`src/rtl/out_sel_decode.sv`:
```
// out_sel_decode
// Turns one output-port index per input port back into per-input one-hot
// allocation vectors and per-output crossbar column selects. The decoded word
// passes through a single registered valid/ready stage. Words that contain a
// port conflict or an illegal code are flagged, and a saturating debug counter
// keeps track of how many such words were accepted.
module out_sel_decode #(
  parameter int NUM_PORT     = 5,
  parameter int LOG_NUM_PORT = 3,
  parameter int CNT_W        = 8
) (
  input  logic                             clk,
  input  logic                             reset,
  input  logic                             in_valid,
  output logic                             in_ready,
  input  logic [NUM_PORT*LOG_NUM_PORT-1:0] out_sel,
  output logic                             out_valid,
  input  logic                             out_ready,
  output logic [NUM_PORT*NUM_PORT-1:0]     alloc,
  output logic [NUM_PORT*LOG_NUM_PORT-1:0] xbar_sel,
  output logic [NUM_PORT-1:0]              port_busy,
  output logic                             conflict,
  output logic                             illegal,
  input  logic                             err_clr,
  output logic [CNT_W-1:0]                 err_cnt
);

  // The all-ones index means "no port requested"
  localparam logic [LOG_NUM_PORT-1:0] IDLE_CODE = '1;
  localparam logic [LOG_NUM_PORT-1:0] NUM_CODE  = LOG_NUM_PORT'(NUM_PORT);

  logic [NUM_PORT*NUM_PORT-1:0]     alloc_d;
  logic [NUM_PORT*LOG_NUM_PORT-1:0] xbar_d;
  logic [NUM_PORT-1:0]              busy_d;
  logic                             conflict_d;
  logic                             illegal_d;
  logic                             accept;

  // The stage can take a new word when it is empty or its word leaves this cycle
  assign in_ready = !out_valid || out_ready;
  assign accept   = in_valid && in_ready;

  // Decode the incoming indices: one-hot per input and lowest-index winner per output
  always_comb begin
    logic [LOG_NUM_PORT-1:0] code;
    alloc_d    = '0;
    xbar_d     = '1;
    busy_d     = '0;
    conflict_d = 1'b0;
    illegal_d  = 1'b0;
    code       = '0;
    for (int i = 0; i < NUM_PORT; i++) begin
      code = out_sel[i*LOG_NUM_PORT +: LOG_NUM_PORT];
      if (code < NUM_CODE) begin
        alloc_d[i*NUM_PORT +: NUM_PORT] = NUM_PORT'(1) << code;
      end else if (code != IDLE_CODE) begin
        illegal_d = 1'b1;
      end
    end
    for (int j = 0; j < NUM_PORT; j++) begin
      for (int i = 0; i < NUM_PORT; i++) begin
        if (out_sel[i*LOG_NUM_PORT +: LOG_NUM_PORT] == LOG_NUM_PORT'(j)) begin
          if (busy_d[j]) begin
            conflict_d = 1'b1;
          end else begin
            busy_d[j]                              = 1'b1;
            xbar_d[j*LOG_NUM_PORT +: LOG_NUM_PORT] = LOG_NUM_PORT'(i);
          end
        end
      end
    end
  end

  // Output register: load on accept, drop valid once consumed, keep data otherwise
  always_ff @(posedge clk) begin
    if (!reset) begin
      out_valid <= 1'b0;
      alloc     <= '0;
      xbar_sel  <= '1;
      port_busy <= '0;
      conflict  <= 1'b0;
      illegal   <= 1'b0;
    end else if (accept) begin
      out_valid <= 1'b1;
      alloc     <= alloc_d;
      xbar_sel  <= xbar_d;
      port_busy <= busy_d;
      conflict  <= conflict_d;
      illegal   <= illegal_d;
    end else if (out_ready) begin
      out_valid <= 1'b0;
    end
  end

  // Debug counter of accepted faulty words; clear beats increment, never wraps
  always_ff @(posedge clk) begin
    if (!reset) begin
      err_cnt <= '0;
    end else if (err_clr) begin
      err_cnt <= '0;
    end else if (accept && (conflict_d || illegal_d) && (err_cnt != '1)) begin
      err_cnt <= err_cnt + CNT_W'(1);
    end
  end

endmodule

```
`config.mk`:
```
export PLATFORM = sky130hd
export DESIGN_NAME = out_sel_decode
export DESIGN_NICKNAME = d
export VERILOG_FILES = /design/src/rtl/out_sel_decode.sv
export SDC_FILE = /design/constraint.sdc
export NUM_CORES = 1
export LEC_CHECK = 0
export BUFFER_PORTS_ARGS = -buffer_cell sky130_fd_sc_hd__buf_2
export CAP_MARGIN = 20
export CELL_PAD_IN_SITES_DETAIL_PLACEMENT = 1
export CELL_PAD_IN_SITES_GLOBAL_PLACEMENT = 1
export CORE_ASPECT_RATIO = 1.75
export CORE_UTILIZATION = 25
export CTS_BUF_LIST = sky130_fd_sc_hd__clkbuf_16
export CTS_CLUSTER_SIZE = 8
export DETAILED_ROUTE_END_ITERATION = 6
export HOLD_SLACK_MARGIN = 0.15
export PLACE_DENSITY = 0.62
export SLEW_MARGIN = 15
export SYNTH_ARGS = -nofsm -noshare
export SYNTH_HDL_FRONTEND = slang
export SYNTH_SLANG_ARGS = --single-unit
export TNS_END_PERCENT = 30
```
`constraint.sdc`:
```
create_clock -name clk -period 2.95 [get_ports clk]
set_input_delay 0 -clock clk [delete_from_list [all_inputs] [get_ports clk]]
set_output_delay 0 -clock clk [all_outputs]
set_load 0.02 [all_outputs]
```
== Yosys cells after proc, flatten, opt, wreduce, memory -nomap -nowiden ==
Cells that the tools add are included.

* Output and inout port bits: 57
* Input port bits: 20
* Register bits: 56
* Logic and storage cells: 185

* Shifts and indexed selects: 5
* Reductions and logical operators: 13
* Order comparisons: 5
* Bitwise logic cells: 1
* Equal/unequal tests: 26
* Mux-type cells: 127
* $add $sub $neg: 1

{| class="wikitable"
|+ Operator list
! operator !! number
|-
| 3-bit 2-to-1 mux || 45
|-
| 1-bit 2-to-1 mux || 77
|-
| 3-bit by 2-bit == test with 1-bit output (second input constant) || 10
|-
| 5-bit 2-to-1 mux || 5
|-
| 1-bit by 3-bit << shifter with 5-bit output (first input constant) || 5
|-
| 3-bit by 1-bit == test with 1-bit output (second input constant) || 5
|-
| 3-bit == test (second input constant) || 5
|-
| 3-bit zero test || 5
|-
| 3-bit less-than comparator (second input constant) || 5
|-
| 3-bit != test (second input constant) || 5
|-
| 8-bit by 1-bit adder with 8-bit output (second input constant) || 1
|-
| 8-bit != test (second input constant) || 1
|-
| 1-bit logical AND || 3
|-
| 1-bit logical OR || 2
|-
| 2-bit nonzero test || 1
|-
| 2-bit OR reduction || 1
|-
| 1-bit zero test || 1
|-
| 1-bit NOT || 1
|}

== Logic depth before layout (Yosys ltp) ==
* Depth after elaboration: 45
* Mapped depth: 8
* Mapped depth without buffers: 7

== Worst setup path before layout ==
OpenSTA, ideal clock, no wires.

* Path kind: register to register
* From: register out_valid
* To: register err_cnt[3]
* Setup time: 0.116 ns
* Buffers on the path: 0
* Data arrival time: 1.670 ns
* Period minus slack after synthesis: 1.786 ns
* Cell stages (with the launch flop): 7
* Data required time: 2.834 ns
* Setup slack: 1.164 ns
* Cell sequence: dfxtp_1 nand2b_1 nand2_1 a41o_1 a21oi_2 a31oi_1 a41o_1

* Longest elaborated chain between the ends: 5

{| class="wikitable"
|+ Ends and longest elaborated chain
! element !! RTL line !! RTL
|-
| start: declaration || 17 || <nowiki>output logic out_valid,</nowiki>
|-
| start signal: assignment || 77 || <nowiki>out_valid <= 1'b0;</nowiki>
|-
| start signal: assignment || 84 || <nowiki>out_valid <= 1'b1;</nowiki>
|-
| start signal: assignment || 91 || <nowiki>out_valid <= 1'b0;</nowiki>
|-
| 1-bit zero test || 40 || <nowiki>assign in_ready = !out_valid || out_ready;</nowiki>
|-
| 1-bit logical OR || 40 ||
|-
| via in_ready || 15 || <nowiki>output logic in_ready,</nowiki>
|-
| 1-bit logical AND || 41 || <nowiki>assign accept = in_valid && in_ready;</nowiki>
|-
| 1-bit logical AND (2 in a row) || 101 || <nowiki>end else if (accept && (conflict_d || illegal_d) && (err_cnt != '1)) begin</nowiki>
|-
| end signal: assignment || 102 || <nowiki>err_cnt <= err_cnt + CNT_W'(1);</nowiki>
|-
| end: declaration || 25 || <nowiki>output logic [CNT_W-1:0] err_cnt</nowiki>
|}

The timed path passes the listed nets, and every way through them passes these cells.
A chain may end at the register's enable or synchronous reset.

== Worst setup path after layout ==
* From: input out_sel[1]
* To: register err_cnt[5]

* Longest elaborated chain between the ends: 45
* Elaborated cells between the ends (all ways): 80
* Classes of those cells: order compare (1); eq/ne (5); mux (70); reduce/logical (4)

{| class="wikitable"
|+ Ends and longest elaborated chain
! element !! RTL line !! RTL
|-
| start: declaration || 16 || <nowiki>input logic [NUM_PORT*LOG_NUM_PORT-1:0] out_sel,</nowiki>
|-
| 3-bit zero test || 62 || <nowiki>if (out_sel[i*LOG_NUM_PORT +: LOG_NUM_PORT] == LOG_NUM_PORT'(j)) begin</nowiki>
|-
| 1-bit 2-to-1 mux || 62 ||
|-
| 1-bit 2-to-1 mux || 63 || <nowiki>if (busy_d[j]) begin</nowiki>
|-
| 1-bit 2-to-1 mux || 62 ||
|-
| 1-bit 2-to-1 mux || 63 ||
|-
| 1-bit 2-to-1 mux || 62 ||
|-
| 1-bit 2-to-1 mux || 63 ||
|-
| 1-bit 2-to-1 mux || 62 ||
|-
| [28 not listed] || -- ||
|-
| 1-bit 2-to-1 mux || 63 ||
|-
| 1-bit 2-to-1 mux || 62 ||
|-
| 1-bit 2-to-1 mux || 63 ||
|-
| 1-bit 2-to-1 mux || 62 ||
|-
| 1-bit 2-to-1 mux || 63 ||
|-
| 1-bit 2-to-1 mux || 62 ||
|-
| 1-bit logical OR (*) || 101 ||
|-
| 1-bit logical AND (*) (2 in a row) || 101 ||
|}

Every way passes the cells marked *; elsewhere a longest branch is shown, timed or not.

==> impl_table.tex <==
\begin{tabular}{lr}
\hline
Metric & Value \\
\hline
\multicolumn{2}{l}{\textbf{Outcome}} \\
Run status & finished clean \\
\multicolumn{2}{l}{\textbf{Yosys}} \\
Synthesized Nets & 362 \\
Seq cells post-synth & 56 \\
Cell area after technology mapping & 2740 µm² \\
Fraction of synthesized cell area taken by the top area cell type & 40.9\% \\
Syn Area/Cell & 8.04 µm² \\
Dominant cell type by area after synthesis & sky130\_fd\_sc\_hd\_\_dfxtp\_1 \\
Share of async-settable or async-resettable flops after synthesis & 0\% \\
Total of warnings raised by yosys & 0 \\
Sequential element share of the synthesized area & 40.9\% \\
Post-synthesis cell type count & 57 \\
Synthesized instance count & between 300 and 400 \\
Leading register cell type out of synthesis & sky130\_fd\_sc\_hd\_\_dfxtp\_1 \\
EDFF count, synth & 0 \\
Cell types with the largest area share after synthesis & sky130\_fd\_sc\_hd\_\_dfxtp\_1 41\%, sky130\_fd\_sc\_hd\_\_nand2\_1 10\%, sky130\_fd\_sc\_hd\_\_a21oi\_1 6.2\% \\
\multicolumn{2}{l}{\textbf{Worst setup path}} \\
Kind of critical path & input pin to flop \\
Worst stage delay on the critical path & 0.64 ns \\
Critical-path cell with the highest stage delay & sky130\_fd\_sc\_hd\_\_nor3b\_1 \\
Worst reg2reg path startpoint & err\_cnt[2]\$\_SDFFE\_PP0P\_ \\
Cell breakdown of the critical path & dlygate4sd3\_1, buf\_2, nor3b\_1, nor4\_1, nor2\_1, nor4\_4, a21oi\_2, a31oi\_1, a41o\_1 \\
Number of cells on the critical path & 9 \\
Crit path launch type & input pin \\
Buf+Inv Stages, Crit Path & 2 \\
Kind of end point of the critical path & flop \\
Data required, critical path & 3.14 ns \\
Arr. time, crit path & 2.78 ns \\
Slack of the worst reg-to-reg path & 1.05 ns \\
Reg-to-Reg End & err\_cnt[5]\$\_SDFFE\_PP0P\_ \\
Highest fanout seen on the critical path & 9 \\
Category of cells accounting for the largest share of critical-path delay & simple AND/OR/NAND/NOR gates \\
FF-to-FF path depth & 6 \\
\multicolumn{2}{l}{\textbf{Power}} \\
Worst VDD drop & 0.236 mV \\
Reported net switching power & 508 µW \\
Portion of total power attributed to combinational logic & 19.7\% \\
Switching share of total power & 29.4\% \\
Static Leakage & 0.00153 µW \\
Power density over cell area & 489 nW/µm² \\
Relative contribution of sequential cells to total power & 46.9\% \\
Int Power & 1220 µW \\
Clock power frac & 33.5\% \\
\multicolumn{2}{l}{\textbf{Floorplan}} \\
Initial standard-cell utilization of the core & 25.6\% \\
Number of core rows & 50 \\
DIE WIDTH & 81.2 µm \\
Die Footprint & 11400 µm² \\
Chip Height & 141 µm \\
Top-Level Pins & 77 \\
Core area & 10700 µm² \\
\multicolumn{2}{l}{\textbf{CTS}} \\
Clock net sink count & 56 \\
Number of buffers created by CTS & 5 \\
Number of buffers inserted to repair setup after CTS & 0 \\
Hold bufs inserted after CTS & 14 \\
Clock Latency Late Sink & roughly 0.29 ns \\
Clock tree from TritonCTS & yes \\
Worst-case clock buffer depth & 2 \\
Clock-pin slew of the registers on the worst-case setup and hold paths & 0.07 ns \\
Master cell of the clock root buffer & sky130\_fd\_sc\_hd\_\_clkbuf\_16 \\
Number of H-tree levels & 2 \\
Cells resized by post-CTS repair & 0 \\
\multicolumn{2}{l}{\textbf{Global routing}} \\
Met2 global-route usage & a little under a third \\
Total global routing overflow & 0 \\
Number of antenna violations at the first check in global routing & 0 \\
Via count of the first global-routing pass & 2901 \\
Met3 track utilization from global routing & 3.00\% \\
Met1 Use GR & 18.3\% \\
Global-route wire length before repair & around 15 mm \\
Maximum number of pins on one net before global-route repair & between 50 and 60 \\
All-layer global routing usage & 17.4\% \\
Most used routing layer & met2 \\
\multicolumn{2}{l}{\textbf{Finish}} \\
Count of fill cells added during filler insertion & around 1300 \\
Number of antenna cells inserted & 0 \\
Post-layout net count & between 400 and 500 \\
Storage cell area & 1120 µm² \\
Area growth from synthesis to layout & 28.8\% \\
Share of layout cells above drive strength 1 & between 20\% and 30\% \\
Final instance area & 3530 µm² \\
Leading cell types in the layout, fill and taps excluded & 76 x sky130\_fd\_sc\_hd\_\_buf\_2, 74 x sky130\_fd\_sc\_hd\_\_nand2\_1, 56 x sky130\_fd\_sc\_hd\_\_dfxtp\_1 \\
Count of non-filler cells in the finished layout & 557 \\
Combined area of the multi-input logic cells & between 1500 and 2000 µm² \\
Leading cell type in the layout, fill and taps excluded & sky130\_fd\_sc\_hd\_\_buf\_2 \\
\multicolumn{2}{l}{\textbf{STA}} \\
Final period demand of the worst path & $\sim$2.6 ns \\
Final hold violation count & 0 \\
Max Transition Viols Final & 0 \\
Setup repair after global routing missed its margin & no \\
Worst setup skew after layout & 0.00206 ns \\
Total of endpoints with negative setup slack in the final report & 0 \\
Upper clock frequency limit & approximately 390 MHz \\
Relative slew margins & 44.5\% \\
Setup TNS after final layout & 0 ns \\
Worst-Margin Slew & 0.830 ns \\
Share of the clock period used by the worst path after layout & 87.7\% \\
\multicolumn{2}{l}{\textbf{Routing}} \\
DR pass1 iterations & 4 \\
Remaining antenna violation count after routing & 0 \\
Total via count after detailed routing & 2788 \\
Iter 0 DRT Violations & $\sim$120 \\
Total DRC errors in the routed layout & 0 \\
Routed Wire Length & just over 9 mm \\
Wirelength per Cell & between 15 and 20 µm \\
Detail-routed via count per cell & 5.01 \\
\multicolumn{2}{l}{\textbf{Min path}} \\
Source of the worst hold timing path & out\_sel[11] \\
Worst-case hold path end point & alloc[17]\$\_SDFFE\_PN0P\_ \\
Hold path cells & 4 \\
Hold WC Path Type & input pin to flop \\
\multicolumn{2}{l}{\textbf{Placed design}} \\
Routability congestion estimate from global placement & 0.834 \\
Placed wire-length estimate after detailed placement & 7.04 mm \\
\# port buffers & 76 \\
Placement Cell Area & between 3000 and 4000 µm² \\
Cell total after placement & roughly 540 \\
\multicolumn{2}{l}{\textbf{Run}} \\
Max-capacitance violation count & 0 \\
\hline
\end{tabular}
[metrics by stage]
step | utilization [%] | total power [µW] | hold WS, ns | setup slack [ns]
after floorplan | - | 1040 | 0.129 | 1.16
after global placement | 30.4 | 1150 | 0.265 | 0.552
after detailed placement | 30.4 | 1160 | 0.277 | 0.506
after CTS | 33.0 | 1750 | 0.153 | 0.386
after global routing | 33.0 | 1820 | 0.169 | 0.223
final | 33.0 | 1730 | 0.162 | 0.362
[layout make-up]
cell class | count | area share [%]
clock buffer | 5 | 3.54
clock inverter | 3 | 0.319
inverter | 5 | 0.531
multi-input combinational | 259 | 42.6
sequential | 56 | 31.7
tap | 130 | 4.60
timing repair buffer | 99 | 16.6
[worst min-delay path, stage by stage]
cell                      delay [ns]
sky130_fd_sc_hd__buf_2          0.15
sky130_fd_sc_hd__nor3b_1        0.12
sky130_fd_sc_hd__nand2_1        0.09
sky130_fd_sc_hd__a21oi_1        0.05
[logic make-up after synthesis]
group	after synthesis	synth area share, %
AOI/OAI and AO/OA	76	17.8
xor gates and xnor gates	7	2.24
adders and majority gates	2	0.821
buffers and inverters	26	4.29
DFF	56	40.9
muxes	1	0.365
and+or+nand+nor	173	33.6
[synthesized netlist by cell type, drive strengths merged, types with 3 or more instances]
master / n
a31oi: 6
or3: 3
and3: 4
buf: 6
o311ai: 4
nor3b: 14
inv: 5
nand3b: 3
a211oi: 3
a41o: 3
nor3: 11
nand2: 75
nand3: 11
and2: 3
and3b: 3
clkbuf: 15
dfxtp: 56
nor2: 30
nor4: 4
a21oi: 35
o21ai: 9
xor2: 5
[flip-flops by register name (all words and copies together), names as in the netlist]
| signal | cells |
|---|---|
| conflict | 1 |
| alloc | 25 |
| illegal | 1 |
| out_valid | 1 |
| err_cnt | 8 |
| xbar_sel | 15 |
| port_busy | 5 |
[routing by layer]
layer  vias to the layer above  share of wire [%]  wire, µm
met5                         -                  0         0
li1                       1370                  -         -
met3                        23                3.6       335
met4                         0                4.7       438
met1                      1336                 38      3550
met2                        59                 53      4930
[power by group through the flow]
stage | sequential (µW) | clock (µW) | combinational (µW)
floorplan | 870 | 0 | 171
global placement | 829 | 0 | 322
detailed placement | 829 | 0 | 328
CTS | 811 | 599 | 343
global route | 815 | 628 | 373
finish | 810 | 579 | 340
[how the worst max path moves through the flow]
stage | from | end | slack [ns]
final | out_sel[1] | err_cnt[5]$_SDFFE_PP0P_ | 0.36
after global routing | out_sel[1] | err_cnt[5]$_SDFFE_PP0P_ | 0.22
after CTS | out_sel[1] | err_cnt[5]$_SDFFE_PP0P_ | 0.39
after detailed placement | out_sel[3] | err_cnt[5]$_SDFFE_PP0P_ | 0.51
after global placement | out_sel[3] | err_cnt[5]$_SDFFE_PP0P_ | 0.55
after floorplan | out_valid$_SDFFE_PN0P_ | err_cnt[3]$_SDFFE_PP0P_ | 1.16
No activity file was read; power rests on OpenSTA's default activity.
